File: config.mk
export PLATFORM = sky130hd
export DESIGN_NAME = aquila_dev_axi_bridge_flat
export DESIGN_NICKNAME = d
export VERILOG_FILES = /design/src/rtl/aquila_axi_pkg.sv /design/src/rtl/aquila_dev_axi_bridge_if.sv /design/src/rtl/aquila_axi_timeout.sv /design/src/rtl/aquila_dev_axi_bridge.sv /design/src/flat_wrapper.sv
export SDC_FILE = /design/constraint.sdc
export NUM_CORES = 1
export LEC_CHECK = 0
export ABC_CLOCK_PERIOD_IN_PS = 1900
export BUFFER_PORTS_ARGS = -buffer_cell sky130_fd_sc_hd__buf_2
export CORE_MARGIN = 5
export CORE_UTILIZATION = 35
export CTS_BUF_LIST = sky130_fd_sc_hd__clkbuf_8
export DETAILED_ROUTE_END_ITERATION = 16
export PLACE_DENSITY_LB_ADDON = 0.1
export SKIP_LAST_GASP = 1
export SLEW_MARGIN = 10
export SYNTH_ARGS = -nofsm -noshare
export SYNTH_HDL_FRONTEND = slang
export SYNTH_SLANG_ARGS = --single-unit
File: constraint.sdc
create_clock -name clk_i -period 1.9 [get_ports clk_i]
set_input_delay 0.285 -clock clk_i [delete_from_list [all_inputs] [get_ports clk_i]]
set_output_delay 0.285 -clock clk_i [all_outputs]
set_load 0.005 [all_outputs]
File: src/rtl/aquila_axi_pkg.sv
// rtl/aquila_axi_pkg.sv - shared AXI4-Lite constants and bridge state encoding
package aquila_axi_pkg;

    typedef enum logic [2:0] {
        ST_IDLE    = 3'd0,
        ST_WR_REQ  = 3'd1,
        ST_WR_RESP = 3'd2,
        ST_RD_REQ  = 3'd3,
        ST_RD_RESP = 3'd4,
        ST_DONE    = 3'd5,
        ST_DRAIN   = 3'd6
    } state_e;

    localparam logic [1:0] RESP_OKAY   = 2'b00;
    localparam logic [1:0] RESP_EXOKAY = 2'b01;
    localparam logic [1:0] RESP_SLVERR = 2'b10;
    localparam logic [1:0] RESP_DECERR = 2'b11;

    localparam logic [2:0] PROT_DEFAULT = 3'b000;

    function automatic logic resp_is_err(input logic [1:0] resp);
        return (resp == RESP_SLVERR) || (resp == RESP_DECERR);
    endfunction

endpackage

File: src/rtl/aquila_dev_axi_bridge_if.sv
// rtl/aquila_dev_axi_bridge_if.sv - AXI4-Lite bus bundle with master/slave views
interface aquila_dev_axi_bridge_if #(
    parameter int ADDR_WIDTH = 32,
    parameter int DATA_WIDTH = 32
);
    logic [ADDR_WIDTH-1:0]   awaddr;
    logic [2:0]              awprot;
    logic                    awvalid;
    logic                    awready;
    logic [DATA_WIDTH-1:0]   wdata;
    logic [DATA_WIDTH/8-1:0] wstrb;
    logic                    wvalid;
    logic                    wready;
    logic [1:0]              bresp;
    logic                    bvalid;
    logic                    bready;
    logic [ADDR_WIDTH-1:0]   araddr;
    logic [2:0]              arprot;
    logic                    arvalid;
    logic                    arready;
    logic [DATA_WIDTH-1:0]   rdata;
    logic [1:0]              rresp;
    logic                    rvalid;
    logic                    rready;

    modport master (
        output awaddr, awprot, awvalid, input awready,
        output wdata, wstrb, wvalid, input wready,
        input bresp, bvalid, output bready,
        output araddr, arprot, arvalid, input arready,
        input rdata, rresp, rvalid, output rready
    );

    modport slave (
        input awaddr, awprot, awvalid, output awready,
        input wdata, wstrb, wvalid, output wready,
        output bresp, bvalid, input bready,
        input araddr, arprot, arvalid, output arready,
        output rdata, rresp, rvalid, input rready
    );
endinterface

File: src/rtl/aquila_axi_timeout.sv
// rtl/aquila_axi_timeout.sv - loadable saturating cycle counter with expiry flag
module aquila_axi_timeout #(
    parameter int LIMIT = 1024,
    parameter int WIDTH = (LIMIT < 2) ? 1 : $clog2(LIMIT + 1)
) (
    input  logic             clk_i,
    input  logic             rst_ni,
    input  logic             clear_i,
    input  logic             load_i,
    input  logic [WIDTH-1:0] load_val_i,
    input  logic             en_i,
    output logic             expired_o
);
    localparam logic [WIDTH-1:0] LIM = WIDTH'(LIMIT);

    logic [WIDTH-1:0] count_q, count_d;

    // Saturates at LIMIT so expiry stays asserted until cleared; LIMIT=0 never counts.
    always_comb begin
        count_d = count_q;
        if (clear_i) begin
            count_d = '0;
        end else if (load_i) begin
            count_d = load_val_i;
        end else if (en_i && (count_q != LIM)) begin
            count_d = count_q + WIDTH'(1);
        end
    end

    always_ff @(posedge clk_i or negedge rst_ni) begin
        if (!rst_ni) begin
            count_q <= '0;
        end else begin
            count_q <= count_d;
        end
    end

    assign expired_o = (LIMIT != 0) && (count_q == LIM);

endmodule

File: src/rtl/aquila_dev_axi_bridge.sv
// rtl/aquila_dev_axi_bridge.sv - core device port to single-beat AXI4-Lite master
module aquila_dev_axi_bridge
    import aquila_axi_pkg::*;
#(
    parameter int                    ADDR_WIDTH     = 32,
    parameter int                    DATA_WIDTH     = 32,
    parameter int                    TIMEOUT_CYCLES = 1024,
    parameter logic [DATA_WIDTH-1:0] ERR_RDATA      = 32'hDEAD_BEEF
) (
    input  logic                    clk_i,
    input  logic                    rst_ni,
    input  logic                    dev_strobe_i,
    input  logic [ADDR_WIDTH-1:0]   dev_addr_i,
    input  logic                    dev_rw_i,
    input  logic [DATA_WIDTH/8-1:0] dev_byte_enable_i,
    input  logic [DATA_WIDTH-1:0]   dev_data_i,
    output logic                    dev_data_ready_o,
    output logic [DATA_WIDTH-1:0]   dev_data_o,
    output logic                    dev_err_o,
    aquila_dev_axi_bridge_if.master m_axi
);
    state_e                  state_q;
    logic [ADDR_WIDTH-1:0]   addr_q;
    logic [DATA_WIDTH-1:0]   wdata_q;
    logic [DATA_WIDTH/8-1:0] wstrb_q;
    logic                    rw_q;
    logic                    awvalid_q, wvalid_q, arvalid_q, bready_q, rready_q;
    logic                    ready_q, err_q;
    logic [DATA_WIDTH-1:0]   rdata_q;
    logic                    expired;
    logic                    aw_left, w_left, tmr_en;

    assign aw_left = awvalid_q && !m_axi.awready;
    assign w_left  = wvalid_q && !m_axi.wready;
    assign tmr_en  = (state_q == ST_WR_REQ) || (state_q == ST_WR_RESP) ||
                     (state_q == ST_RD_REQ) || (state_q == ST_RD_RESP);

    aquila_axi_timeout #(.LIMIT(TIMEOUT_CYCLES)) u_timeout (
        .clk_i      (clk_i),
        .rst_ni     (rst_ni),
        .clear_i    (state_q == ST_IDLE),
        .load_i     (1'b0),
        .load_val_i ('0),
        .en_i       (tmr_en),
        .expired_o  (expired)
    );

    always_ff @(posedge clk_i or negedge rst_ni) begin
        if (!rst_ni) begin
            state_q   <= ST_IDLE;
            addr_q    <= '0;
            wdata_q   <= '0;
            wstrb_q   <= '0;
            rw_q      <= 1'b0;
            awvalid_q <= 1'b0;
            wvalid_q  <= 1'b0;
            arvalid_q <= 1'b0;
            bready_q  <= 1'b0;
            rready_q  <= 1'b0;
            ready_q   <= 1'b0;
            err_q     <= 1'b0;
            rdata_q   <= '0;
        end else begin
            ready_q <= 1'b0;
            err_q   <= 1'b0;
            // Valids drop only on their own handshake, in every state including DRAIN.
            if (awvalid_q && m_axi.awready) awvalid_q <= 1'b0;
            if (wvalid_q && m_axi.wready)   wvalid_q  <= 1'b0;
            if (arvalid_q && m_axi.arready) arvalid_q <= 1'b0;

            case (state_q)
                ST_IDLE: begin
                    if (dev_strobe_i) begin
                        addr_q  <= dev_addr_i;
                        rw_q    <= dev_rw_i;
                        wstrb_q <= dev_byte_enable_i;
                        wdata_q <= dev_data_i;
                        if (dev_rw_i) begin
                            awvalid_q <= 1'b1;
                            wvalid_q  <= 1'b1;
                            state_q   <= ST_WR_REQ;
                        end else begin
                            arvalid_q <= 1'b1;
                            state_q   <= ST_RD_REQ;
                        end
                    end
                end
                ST_WR_REQ: begin
                    if (expired) begin
                        bready_q <= 1'b1;
                        ready_q  <= 1'b1;
                        err_q    <= 1'b1;
                        state_q  <= ST_DRAIN;
                    end else if (!aw_left && !w_left) begin
                        bready_q <= 1'b1;
                        state_q  <= ST_WR_RESP;
                    end
                end
                ST_WR_RESP: begin
                    // A response in the expiry cycle still counts as a normal completion.
                    if (m_axi.bvalid) begin
                        bready_q <= 1'b0;
                        ready_q  <= 1'b1;
                        err_q    <= resp_is_err(m_axi.bresp);
                        state_q  <= ST_DONE;
                    end else if (expired) begin
                        ready_q <= 1'b1;
                        err_q   <= 1'b1;
                        state_q <= ST_DRAIN;
                    end
                end
                ST_RD_REQ: begin
                    if (expired) begin
                        rready_q <= 1'b1;
                        ready_q  <= 1'b1;
                        err_q    <= 1'b1;
                        rdata_q  <= ERR_RDATA;
                        state_q  <= ST_DRAIN;
                    end else if (m_axi.arready) begin
                        rready_q <= 1'b1;
                        state_q  <= ST_RD_RESP;
                    end
                end
                ST_RD_RESP: begin
                    if (m_axi.rvalid) begin
                        rready_q <= 1'b0;
                        ready_q  <= 1'b1;
                        err_q    <= resp_is_err(m_axi.rresp);
                        rdata_q  <= resp_is_err(m_axi.rresp) ? ERR_RDATA : m_axi.rdata;
                        state_q  <= ST_DONE;
                    end else if (expired) begin
                        ready_q <= 1'b1;
                        err_q   <= 1'b1;
                        rdata_q <= ERR_RDATA;
                        state_q <= ST_DRAIN;
                    end
                end
                ST_DONE: begin
                    state_q <= ST_IDLE;
                end
                ST_DRAIN: begin
                    if (rw_q ? m_axi.bvalid : m_axi.rvalid) begin
                        bready_q <= 1'b0;
                        rready_q <= 1'b0;
                        state_q  <= ST_IDLE;
                    end
                end
                default: begin
                    state_q <= ST_IDLE;
                end
            endcase
        end
    end

    assign m_axi.awaddr  = addr_q;
    assign m_axi.awprot  = PROT_DEFAULT;
    assign m_axi.awvalid = awvalid_q;
    assign m_axi.wdata   = wdata_q;
    assign m_axi.wstrb   = wstrb_q;
    assign m_axi.wvalid  = wvalid_q;
    assign m_axi.bready  = bready_q;
    assign m_axi.araddr  = addr_q;
    assign m_axi.arprot  = PROT_DEFAULT;
    assign m_axi.arvalid = arvalid_q;
    assign m_axi.rready  = rready_q;

    assign dev_data_ready_o = ready_q;
    assign dev_err_o        = err_q;
    assign dev_data_o       = rdata_q;

endmodule
File: src/flat_wrapper.sv
// flat-port wrapper written by rule: the top's interface ports become plain ports
module aquila_dev_axi_bridge_flat import aquila_axi_pkg::*;
#(
    parameter int                    ADDR_WIDTH     = 32,
    parameter int                    DATA_WIDTH     = 32,
    parameter int                    TIMEOUT_CYCLES = 1024,
    parameter logic [DATA_WIDTH-1:0] ERR_RDATA      = 32'hDEAD_BEEF
)
  (clk_i, rst_ni, dev_strobe_i, dev_addr_i, dev_rw_i, dev_byte_enable_i, dev_data_i, dev_data_ready_o, dev_data_o, dev_err_o, m_axi_awaddr, m_axi_awprot, m_axi_awvalid, m_axi_awready, m_axi_wdata, m_axi_wstrb, m_axi_wvalid, m_axi_wready, m_axi_bresp, m_axi_bvalid, m_axi_bready, m_axi_araddr, m_axi_arprot, m_axi_arvalid, m_axi_arready, m_axi_rdata, m_axi_rresp, m_axi_rvalid, m_axi_rready);
  aquila_dev_axi_bridge_if #(.ADDR_WIDTH(ADDR_WIDTH), .DATA_WIDTH(DATA_WIDTH)) m_axi_i ();
  input  logic clk_i;
  input  logic rst_ni;
  input  logic dev_strobe_i;
  input  logic [ADDR_WIDTH-1:0] dev_addr_i;
  input  logic dev_rw_i;
  input  logic [DATA_WIDTH/8-1:0] dev_byte_enable_i;
  input  logic [DATA_WIDTH-1:0] dev_data_i;
  output logic dev_data_ready_o;
  output logic [DATA_WIDTH-1:0] dev_data_o;
  output logic dev_err_o;
  output wire logic [$bits(m_axi_i.awaddr)-1:0] m_axi_awaddr;
  output wire logic [$bits(m_axi_i.awprot)-1:0] m_axi_awprot;
  output wire logic [$bits(m_axi_i.awvalid)-1:0] m_axi_awvalid;
  input wire logic [$bits(m_axi_i.awready)-1:0] m_axi_awready;
  output wire logic [$bits(m_axi_i.wdata)-1:0] m_axi_wdata;
  output wire logic [$bits(m_axi_i.wstrb)-1:0] m_axi_wstrb;
  output wire logic [$bits(m_axi_i.wvalid)-1:0] m_axi_wvalid;
  input wire logic [$bits(m_axi_i.wready)-1:0] m_axi_wready;
  input wire logic [$bits(m_axi_i.bresp)-1:0] m_axi_bresp;
  input wire logic [$bits(m_axi_i.bvalid)-1:0] m_axi_bvalid;
  output wire logic [$bits(m_axi_i.bready)-1:0] m_axi_bready;
  output wire logic [$bits(m_axi_i.araddr)-1:0] m_axi_araddr;
  output wire logic [$bits(m_axi_i.arprot)-1:0] m_axi_arprot;
  output wire logic [$bits(m_axi_i.arvalid)-1:0] m_axi_arvalid;
  input wire logic [$bits(m_axi_i.arready)-1:0] m_axi_arready;
  input wire logic [$bits(m_axi_i.rdata)-1:0] m_axi_rdata;
  input wire logic [$bits(m_axi_i.rresp)-1:0] m_axi_rresp;
  input wire logic [$bits(m_axi_i.rvalid)-1:0] m_axi_rvalid;
  output wire logic [$bits(m_axi_i.rready)-1:0] m_axi_rready;
  assign m_axi_awaddr = m_axi_i.awaddr;
  assign m_axi_awprot = m_axi_i.awprot;
  assign m_axi_awvalid = m_axi_i.awvalid;
  assign m_axi_i.awready = m_axi_awready;
  assign m_axi_wdata = m_axi_i.wdata;
  assign m_axi_wstrb = m_axi_i.wstrb;
  assign m_axi_wvalid = m_axi_i.wvalid;
  assign m_axi_i.wready = m_axi_wready;
  assign m_axi_i.bresp = m_axi_bresp;
  assign m_axi_i.bvalid = m_axi_bvalid;
  assign m_axi_bready = m_axi_i.bready;
  assign m_axi_araddr = m_axi_i.araddr;
  assign m_axi_arprot = m_axi_i.arprot;
  assign m_axi_arvalid = m_axi_i.arvalid;
  assign m_axi_i.arready = m_axi_arready;
  assign m_axi_i.rdata = m_axi_rdata;
  assign m_axi_i.rresp = m_axi_rresp;
  assign m_axi_i.rvalid = m_axi_rvalid;
  assign m_axi_rready = m_axi_i.rready;
  aquila_dev_axi_bridge #(.ADDR_WIDTH(ADDR_WIDTH), .DATA_WIDTH(DATA_WIDTH), .TIMEOUT_CYCLES(TIMEOUT_CYCLES), .ERR_RDATA(ERR_RDATA)) u_core (.clk_i(clk_i), .rst_ni(rst_ni), .dev_strobe_i(dev_strobe_i), .dev_addr_i(dev_addr_i), .dev_rw_i(dev_rw_i), .dev_byte_enable_i(dev_byte_enable_i), .dev_data_i(dev_data_i), .dev_data_ready_o(dev_data_ready_o), .dev_data_o(dev_data_o), .dev_err_o(dev_err_o), .m_axi(m_axi_i));
endmodule
# Word-level counts from Yosys, hierarchy flattened

Cells that the tools add are included.

Register bits after elaboration: 122
Latch bits: 0
Memory bits (writable): 0
Memory bits (read-only): 0
Input bits: 113
Output and inout port bits: 145
Word-level logic and storage cells: 104
Memories kept: 0

$add $sub $neg: 1
$mul: 0
Div/mod/pow operators: 0
$lt $le $gt $ge: 0
Equality and inequality tests: 17
Shift operators: 0
Muxes and demuxes: 46
Bitwise operators: 0
Reduce and logical (&&, ||, !) cells: 26

Operators by type and width:

| operator                                                               | count |
|---|---|
| 32-bit two-way mux                                                     | 3 |
| 32-bit one-hot mux with 2 select lines                                 | 1 |
| 3-bit two-way mux                                                      | 9 |
| 1-bit two-way mux                                                      | 25 |
| 11-bit two-way mux                                                     | 2 |
| 3-bit one-hot mux with 6 select lines                                  | 1 |
| 1-bit one-hot mux with 3 select lines                                  | 4 |
| 4-bit AND reduction                                                    | 3 |
| 11-bit by 1-bit adder with 11-bit output (second input constant)       | 1 |
| 11-bit equality test (second input constant)                           | 1 |
| 11-bit != test (second input constant)                                 | 1 |
| 2-bit equality test (second input constant)                            | 4 |
| 1-bit logical AND                                                      | 7 |
| 3-bit by 2-bit equality test with 1-bit output (second input constant) | 2 |
| 3-bit equality test (second input constant)                            | 2 |
| 2-bit != test (second input constant)                                  | 3 |
| 3-bit by 2-bit != test with 1-bit output (second input constant)       | 2 |
| 3-bit nonzero test                                                     | 2 |
| 1-bit logical OR                                                       | 5 |
| 1-bit zero test                                                        | 4 |
| 2-bit nonzero test                                                     | 2 |
| 3-bit by 1-bit equality test with 1-bit output (second input constant) | 1 |
| 3-bit zero test                                                        | 1 |
| 2-bit two-way mux                                                      | 1 |
| other kinds (3)                                                        | 3 |

# Longest topological paths before layout

Word-level depth: 7
Mapped depth: 8

# Modules after synthesis

A second synthesis with hierarchy kept.

Cells, all modules: 567
Area total of the unflattened synthesis: 5457.7 um^2

By module, submodules not included:

| module                | instances | cells each | area each (um^2) |
|---|---|---|---|
| aquila_dev_axi_bridge | 1         | 481        | 4659.5 |
| aquila_axi_timeout    | 1         | 86         | 798.3 |

# Worst setup path after synthesis

Ideal clock, no wire load.

Kind: register -> register
Start point: reg u_core.u_timeout.count_q[0]
End point: reg u_core.rdata_q[10], in the netlist u_core.dev_data_o[10]
Arrival time: 1609 ps
Setup slack: 170 ps
Stages on the path, launching flop included: 9
Path buffers: 2
Cell sequence: dfrtp_1 inv_1 ha_1 and4b_1 buf_6 o21bai_4 o31ai_4 buf_6 o22a_1

Word-level cells in the longest chain between the ends: 4

RTL lines:

| item                                     | RTL line                     | text |
|---|---|---|
| from (decl)                              | aquila_axi_timeout.sv:16     | `logic [WIDTH-1:0] count_q, count_d;` |
| from (signal assigned)                   | aquila_axi_timeout.sv:34     | `count_q <= count_d;` |
| 11-bit equality test *                   | aquila_axi_timeout.sv:38     | `assign expired_o = (LIMIT != 0) && (count_q == LIM);` |
| 32-bit two-way mux *                     | -                            |  |
| 32-bit two-way mux                       | -                            |  |
| 32-bit one-hot mux with 2 select lines * | -                            |  |
| to (signal assigned)                     | aquila_dev_axi_bridge.sv:129 | `rdata_q <= resp_is_err(m_axi.rresp) ? ERR_RDATA : m_axi.rdata;` |
| to (decl)                                | aquila_dev_axi_bridge.sv:29  | `logic [DATA_WIDTH-1:0] rdata_q;` |

Mark *: on every way between the ends. The rest lies on a longest branch, timed or not.
A chain may end at the register's enable or synchronous reset.

# Final worst setup path

Start point: reg u_core.u_timeout.count_q[7]
End point: reg u_core.rdata_q[17], in the netlist u_core.dev_data_o[17]

The elaborated chain is that of the path after synthesis.

==> metrics.cfg <==
[setup_path]
r2r_end = u_core.dev_data_o[17]
path_class = flop to flop
required_ns = 2.22
rr_worst_depth = 5
regToRegSetupSlack_ns = 0.07
critPathMaxFanout = 8
critPathLaunchType = flop
r2r-start = u_core.u_timeout.count_q[7]
critPathArrivalTime_ns = 2.15
crit_path_end_kind = flop

[global_routing]
met3_usage = 0.0566
grt_max_degree = 36
grt.busiest_layer = met2
met2_usage = 0.280
antenna_found_initial = 0
gr-total-overflow = 0
grt_pass1_wl_mm = 22.9
globalRouteMet1Util = 0.195
globalRouteTotalUtil = 0.164
grt_pass1_vias = 4273

[yosys]
ys_warn_count = 0
async_flop_share = 1.00
avgSynthCellArea_um2 = 13.0
synth_edf_count = 0
synth_cell_types = 49
synth_ff_type = dfrtp_1
syn_area_um2 = 5310
syn_inst = 407
ys_seq_elements = 122
ys_seq_area_frac = 0.575

[finish]
layout.cells.most_common = buf_2
layout_common_cells = buf_2 (248), dfrtp_1 (121), mux2_2 (68)
antenna_cells = 0
layout-drive-gt1-share = 0.595
final_core_util = 0.483
finalInstanceArea_um2 = 7260
nets = 779
syn2layout_area_growth_pct = 36.9

[job]
drv_cap = 0

[pwr]
irDropWorstVdd_mv = 0.588
power_leakage_nw = 3.52
power.density_nw_per_um2 = 1580

[sta]
setup_viol = 0
hold_viol = 0
report.final.slew_viol_count = 0
fin_worst_skew_ns = 0.0107
fin_setup_tns_ns = 0
post-route-period-util = 0.965
fin_crit_ns = 1.83
rsz0062_at_grt = yes
max_freq_mhz = 545

[clocking]
htreeDepth = 4
cts_root_buf = clkbuf_8
cts_made_buffers = 17
cts_sinks = 122
clock_path_buffers = 2
clk_pin_slew_worst_paths_ns = 0.07
cts_tree = built
clkLatencyLatePin_ns = 0.43

[floorplanning]
std_cell_rows = 45
die_h_um = 133
die-area_um2 = 17700
core_um2 = 15000
dieWidth_um = 133
io_pins = 258
start_util = 0.353

[route]
drtIter0Drc = 135
firstDrtPassIters = 4
route.vias.total = 4100
avgViaCountPerCell = 4.74
wl_per_cell_um = 16.9
drtAntennaViolNets = 0
drc = 0
wl_mm = 14.6

[min_path]
hp-start = m_axi_rdata[9]
min_to = u_core.dev_data_o[9]
holdPathStages = 2
hold_path.class = input port to flop

[status]
outcome = finished clean

[placement]
portBuffers = 249
dp_hpwl_mm = 11.0
dpl_cell_area_um2 = 6730
place_congestion = 0.839

-- power by group --
| group | internal (mW) | total [mW] | switching [mW] |
|---|---|---|---|
| clock network | 1.57 | 2.61 | 1.04 |
| logic | 2.49 | 4.47 | 1.98 |
| registers | 3.72 | 4.40 | 0.688 |
| total | 7.77 | 11.5 | 3.71 |
-- stage by stage --
step | worst slack [ns] | hold slack, ns | power (mW) | std cells
after floorplan | 0.170 | -0.0106 | 7.06 | 412
after global placement | -0.179 | 0.272 | 8.87 | 826
after detailed placement | -0.267 | 0.279 | 8.96 | 826
after CTS | -0.0373 | 0.0222 | 11.7 | 861
after global routing | -0.0425 | 0.0206 | 12.3 | 865
final | 0.0663 | 0.0615 | 11.5 | 865
-- synthesized netlist by cell type (3+ instances only) --
cell type    n  share of area
nand3_1     10         0.0094
inv_1        8         0.0057
nor2_1      17          0.012
mux2i_1      3         0.0057
o22a_2       4         0.0075
nand2b_1     3         0.0035
mux2_2      68           0.14
clkbuf_1     7         0.0050
o21ai_0     14          0.013
a21oi_1     10         0.0094
o22a_1      21          0.035
nor3_1       5         0.0047
buf_6        3         0.0064
dfrtp_1    122           0.58
nand2_1     17          0.012
xor2_1       3         0.0050
buf_2        9         0.0085
nor2b_1      3         0.0035
a22o_1       9          0.015
buf_4       38          0.054
-- final cells by class --
type,instances,area [um^2]
clock buffers,21,289
repair buffers,289,1610
fillers,1442,7770
clock inverters,11,168
flip-flops and latches,122,3050
multi-input cells,226,1870
well taps,188,235
inverters,8,30.0
-- how the worst max path moves through the flow --
stage	to	startpoint	depth (start not counted)	slack [ns]
floorplan	u_core.dev_data_o[10]	u_core.u_timeout.count_q[0]	8	0.17
global placement	u_core.dev_data_o[2]	u_core.u_timeout.count_q[9]	4	-0.18
detailed placement	u_core.dev_data_o[1]	u_core.u_timeout.count_q[9]	4	-0.27
CTS	u_core.state_q[2]	u_core.u_timeout.count_q[9]	6	-0.04
global route	u_core.state_q[2]	u_core.u_timeout.count_q[7]	6	-0.04
finish	u_core.dev_data_o[17]	u_core.u_timeout.count_q[7]	5	0.07
-- worst max-delay path: stages (launching register included) --
cell and delay, ns:
dfrtp_1 0.41, nor4b_4 0.37, nand4b_4 0.16, buf_4 0.18, o31a_4 0.37, a22o_1 0.24
-- state kept, by name, indices dropped and copies added (netlist names), 3 cells and up --
signal / cells
u_core.m_axi.wdata: 32
u_core.m_axi.araddr: 32
u_core.m_axi.wstrb: 4
u_core.state_q: 3
u_core.dev_data_o: 32
u_core.u_timeout.count_q: 11
-- repair_timing --
action,CTS,global route
hold endpoints to repair,28,0
buffers inserted,1,4
hold buffers,1,0
cloned,1,0
resized for setup,1,1
pin swaps,1,3
endpoints found under the setup margin,24,9
-- logic make-up after synthesis --
group | after synthesis | synth area share
AOI/OAI and AO/OA | 72 | 0.108
xor gates and xnor gates | 5 | 0.00825
adders and majority gates | 2 | 0.00472
buffers and inverters | 65 | 0.0792
DFF | 122 | 0.575
muxes | 71 | 0.150
other | 1 | 0.000707
and+or+nand+nor | 69 | 0.0740
-- routing by layer --
metal | vias up | part of all wire
met1 | 1986 | 0.40
li1 | 1925 | -
met3 | 18 | 0.073
met4 | 0 | 0.016
met5 | - | 0
met2 | 171 | 0.51
(Power assumes the default switching activity.)
